[src/rtl/vga_pixel_fifo.sv]
// vga_pixel_fifo: single-clock first-word-fall-through pixel buffer feeding
// vga_logic. The head pixel is held in a register, so pixel_out and every
// status flag are driven by flops only. rd_en and wr_en have no combinational
// path to any output.
module vga_pixel_fifo #(
    parameter  int WIDTH     = 24,
    parameter  int DEPTH     = 64,
    parameter  int AF_THRESH = 48,
    localparam int AW        = $clog2(DEPTH),
    localparam int LW        = AW + 1
) (
    input  logic             clk,
    input  logic             rst,
    input  logic             flush,
    input  logic             wr_en,
    input  logic [WIDTH-1:0] wr_data,
    input  logic             rd_en,
    output logic [WIDTH-1:0] pixel_out,
    output logic             fifo_empty,
    output logic             fifo_full,
    output logic             almost_full,
    output logic [LW-1:0]    level,
    output logic             overflow,
    output logic             underflow
);

    logic [WIDTH-1:0] mem_r [DEPTH];
    logic [AW-1:0]    wr_ptr_r;
    logic [AW-1:0]    rd_ptr_r;
    logic [LW-1:0]    level_r;
    logic [WIDTH-1:0] pixel_out_r;
    logic             empty_r;
    logic             full_r;
    logic             almost_full_r;
    logic             overflow_r;
    logic             underflow_r;

    logic             pop_acc_s;
    logic             push_acc_s;
    logic             mem_we_s;
    logic [LW-1:0]    level_next_s;
    logic [WIDTH-1:0] head_next_s;
    logic             overflow_set_s;
    logic             underflow_set_s;

    // Handshake decode, next level and next head pixel.
    always_comb begin
        pop_acc_s       = rd_en & ~empty_r;
        push_acc_s      = wr_en & (~full_r | pop_acc_s);
        mem_we_s        = push_acc_s & ~flush;
        overflow_set_s  = wr_en & full_r & ~pop_acc_s;
        underflow_set_s = rd_en & empty_r;
        level_next_s    = level_r + LW'(push_acc_s) - LW'(pop_acc_s);
        head_next_s     = pixel_out_r;
        if (pop_acc_s) begin
            if (level_r == LW'(1)) begin
                // Last entry leaves; a same-cycle push becomes the new head.
                if (push_acc_s) begin
                    head_next_s = wr_data;
                end else begin
                    head_next_s = pixel_out_r;
                end
            end else begin
                head_next_s = mem_r[rd_ptr_r + AW'(1)];
            end
        end else if (push_acc_s && empty_r) begin
            // Write into empty falls straight through to the head register.
            head_next_s = wr_data;
        end else begin
            head_next_s = pixel_out_r;
        end
    end

    // Storage array write port; contents need no reset since level gates them.
    always_ff @(posedge clk) begin
        if (mem_we_s) begin
            mem_r[wr_ptr_r] <= wr_data;
        end else begin
            mem_r[wr_ptr_r] <= mem_r[wr_ptr_r];
        end
    end

    // Pointers, level, head register and registered status flags.
    always_ff @(posedge clk or negedge rst) begin
        if (!rst) begin
            wr_ptr_r      <= {AW{1'b0}};
            rd_ptr_r      <= {AW{1'b0}};
            level_r       <= {LW{1'b0}};
            pixel_out_r   <= {WIDTH{1'b0}};
            empty_r       <= 1'b1;
            full_r        <= 1'b0;
            almost_full_r <= 1'b0;
            overflow_r    <= 1'b0;
            underflow_r   <= 1'b0;
        end else if (flush) begin
            wr_ptr_r      <= {AW{1'b0}};
            rd_ptr_r      <= {AW{1'b0}};
            level_r       <= {LW{1'b0}};
            pixel_out_r   <= {WIDTH{1'b0}};
            empty_r       <= 1'b1;
            full_r        <= 1'b0;
            almost_full_r <= 1'b0;
            overflow_r    <= 1'b0;
            underflow_r   <= 1'b0;
        end else begin
            if (push_acc_s) begin
                wr_ptr_r <= wr_ptr_r + AW'(1);
            end else begin
                wr_ptr_r <= wr_ptr_r;
            end
            if (pop_acc_s) begin
                rd_ptr_r <= rd_ptr_r + AW'(1);
            end else begin
                rd_ptr_r <= rd_ptr_r;
            end
            level_r       <= level_next_s;
            pixel_out_r   <= head_next_s;
            empty_r       <= (level_next_s == {LW{1'b0}});
            full_r        <= (level_next_s == LW'(DEPTH));
            almost_full_r <= (level_next_s >= LW'(AF_THRESH));
            overflow_r    <= overflow_r | overflow_set_s;
            underflow_r   <= underflow_r | underflow_set_s;
        end
    end

    assign pixel_out   = pixel_out_r;
    assign fifo_empty  = empty_r;
    assign fifo_full   = full_r;
    assign almost_full = almost_full_r;
    assign level       = level_r;
    assign overflow    = overflow_r;
    assign underflow   = underflow_r;

endmodule

[config.mk]
export PLATFORM = sky130hd
export DESIGN_NAME = vga_pixel_fifo
export DESIGN_NICKNAME = d
export VERILOG_FILES = /design/src/rtl/vga_pixel_fifo.sv
export SDC_FILE = /design/constraint.sdc
export NUM_CORES = 2
export LEC_CHECK = 0
export ABC_AREA = 1
export CAP_MARGIN = 20
export CORE_MARGIN = 5
export CORE_UTILIZATION = 61
export CTS_CLUSTER_DIAMETER = 50
export DETAILED_ROUTE_END_ITERATION = 6
export PLACE_DENSITY = 0.78
export SYNTH_ARGS = -nofsm -noshare
export SYNTH_HDL_FRONTEND = slang
export SYNTH_SLANG_ARGS = --single-unit
[constraint.sdc]
create_clock -name clk -period 4 [get_ports clk]
set_clock_uncertainty 0.2 [all_clocks]
set_input_delay 0.4 -clock clk [delete_from_list [all_inputs] [get_ports clk]]
set_output_delay 0.4 -clock clk [all_outputs]
set_load 0.02 [all_outputs]
==> results.ini <==
[clock_tree]
h-tree-depth=4
cts_inserted_buffers=155
cts_tree=built
clkSinkCount=1584
cts_buffer_depth=3
root_buffer=clkbuf_16
clkTransAtPathRegs_ns=0.06
clk_latency_ns=0.77

[synth]
syn-num-nets=5581
ys_seq_area_share_pct=73.1
yosysTopAreaCellShare_pct=71.3
synth.avg_cell_area_um2=11.7
netlist_top_cells_area=edfxtp_1 71%, nand2_1 12%, nand3_1 10%, dfrtp_1 1.8%, buf_2 1.7%
ys_ff_latch=1584
netlist_area_um2=64700
yosys_warnings=0
synth_top_cell_by_area=edfxtp_1
synthCells=5540
yosysUniqueCellTypes=33

[global_routing]
grt_max_degree=134
grt_use_met1_pct=41.2
track_usage_pct=30.6
overflow=0
grt_antenna_before_repair=5
grt_pass1_wl_um=259000
grt_pass1_vias=42483
gr-usage-met2_pct=48.0
use_met3_pct=7.70
grt_busiest_layer=met2

[worst_setup_path]
path_class=reg -> reg
path_delay_family=simple AND/OR/NAND/NOR gates
endpoint_kind=register
critPathMostFrequentCell=nand3_1
path_buf_inv=1
slowest_delay_ns=0.58
required_ns=4.45
critPathArrivalTime_ns=3.78
cp_max_fo=104
critPathLaunchType=register
cp_slowest_cell=dfrtp_4
path_cells=ha_4 > buf_12 > nand3_1 > nand3_1 > nand2_1 > nand2_1 > nand3_1 > nand3_1 > nand3_1 > nand2_1 > nand2_1

[route]
wl_um=174000
vias=44125
drtAntennaViolNets=0
wl_per_cell_um=24.4
viasPerCell=6.18
first_pass_iters=6
first_iter_violations=6319
drc=0

[timing]
setup_viol=0
finalMaxSlewViolations=0
grt_setup_unrepaired=no
timing.fmax_mhz=300
finalHoldViolCount=0
worst_pin_slew_ns=1.08
finalSetupTns_ns=0
max_slew_margin_pct=27.8
holdWs_ns=0.0412
finalCriticalPeriod_ns=3.33
period_share_pct=83.3
setup_ws_ns=0.667

[placement]
post-dp-hpwl_um=99900
io_buffer_count=64
gp_congestion=0.955
place_area_um2=67300
place_ws_ns=0.372
dpl.cell_count=6840

[layout]
drive_above_1_share_pct=9.19
area_growth_pct=12.0
fin_cells=7139
nets=5660
final_util_pct=68.9
fin_area_um2=72500

[power]
powerDensity_nw_per_um2=521
total_power_mw=37.8
max-vdd-ir-drop_mv=0.471
p_leak_nw=26.4

[die]
die_h_um=336
start_util_pct=61.5
fp.coreArea_um2=105000
io_pins=65
row_count=119
die_w_um=336
dieArea_um2=113000

[hold_path]
min_path_type=in -> reg

[status]
outcome=finished, final reports clean

[job]
max_cap_violations=0

logic make-up (layout without fill, tap and decap cells):
group	Yosys count	after routing	synth area share [%]
and+or+nand+nor	3500	3500	23.1
DFF	1584	1584	73.1
buffers and inverters	405	612	3.11
AOI/OAI and AO/OA	30	30	0.276
adders and majority gates	12	12	0.244
xor gates and xnor gates	9	9	0.151
other	0	1	0
layer usage:
| layer | routed length, um | up-vias |
|---|---|---|
| li1 | - | 19518 |
| met3 | 22900 | 475 |
| met1 | 61300 | 21200 |
| met4 | 8880 | 8 |
| met2 | 81000 | 2924 |
| met5 | 48 | - |
final cells by class:
type	count	area (um^2)
Sequential cell	1584	47300
Fill cell	6911	32800
Multi-Input combinational cell	3551	15600
Clock buffer	197	4100
Timing Repair Buffer	268	2550
Tap cell	1391	1740
Clock inverter	88	941
Inverter	59	246
Antenna cell	1	2.50
flip-flops by register name, summed over array words and instances (netlist names):
name,cells
level,7
rd_ptr_r,6
fifo_empty,1
mem_r,1536
underflow,1
almost_full,1
wr_ptr_r,6
overflow,1
fifo_full,1
pixel_out,24
repair_timing:
action / 4_1_cts / 5_1_grt
setup buffers: 0 / 0
gates resized for setup: 0 / 0
endpoints found under the setup margin: 0 / 0
endpoints found under the hold margin: 54 / 51
hold buffers: 2 / 5
final timing paths:
path	from	end	slack (ns)	depth (start not counted)
max reg2reg	rd_ptr_r[0]	pixel_out[7]	0.67	11
max in group asynchronous	rst	pixel_out[8]	2.61	3
max	rd_ptr_r[0]	pixel_out[7]	0.67	11
min	wr_data[4]	mem_r[54][4]	0.04	2
min in group asynchronous	rst	level[3]	0.13	2
min reg2reg	underflow	underflow	0.33	2
worst reg2reg max path, delay by kind of cell (launching register included):
family | cells | cell delay [ns]
AND/OR/NAND/NOR | 9 | 1.64
flip-flops | 1 | 0.58
adder cells (fa/ha/maj) | 1 | 0.40
buffers and inverters | 1 | 0.40
cell usage after synthesis, drive strengths merged:
library cell and n:
inv 59, nor3 3, or2 1, a21oi 5, o21bai 3, o22ai 5, nor2 137, buf 279
clkbuf 67, fa 1, o211ai 3, nand4 10, dfrtp 47, edfxtp 1536, nand2 2030, a21boi 1
xnor2 2, nand3 1319, o21ai 12, xor2 7, a31oi 1, ha 11, dfstp 1
power by group:
part	total, mW	leakage (nW)	switching, mW	internal [mW]
Clock	14.4	2.45	6.28	8.13
Sequential	18.5	14.4	0.147	18.3
Combinational	4.92	9.46	3.52	1.40
placed cells by master, fill, tap and decap left out, types with 7 or more instances in the layout:
cell	instances
nand2_1	2028
inv_1	52
buf_2	24
nor2_1	73
clkinv_2	24
dfrtp_1	46
bufinv_16	12
o21ai_0	8
nand3_1	1319
clkbuf_1	37
edfxtp_1	1536
buf_4	159
nor2_2	63
clkbuf_16	156
dlygate4sd3_1	7
nand4_4	7
clkinv_1	30
buf_12	39
clkdlybuf4s50_1	39
ha_1	10
Note: power is estimated with default switching activity, not from simulation.
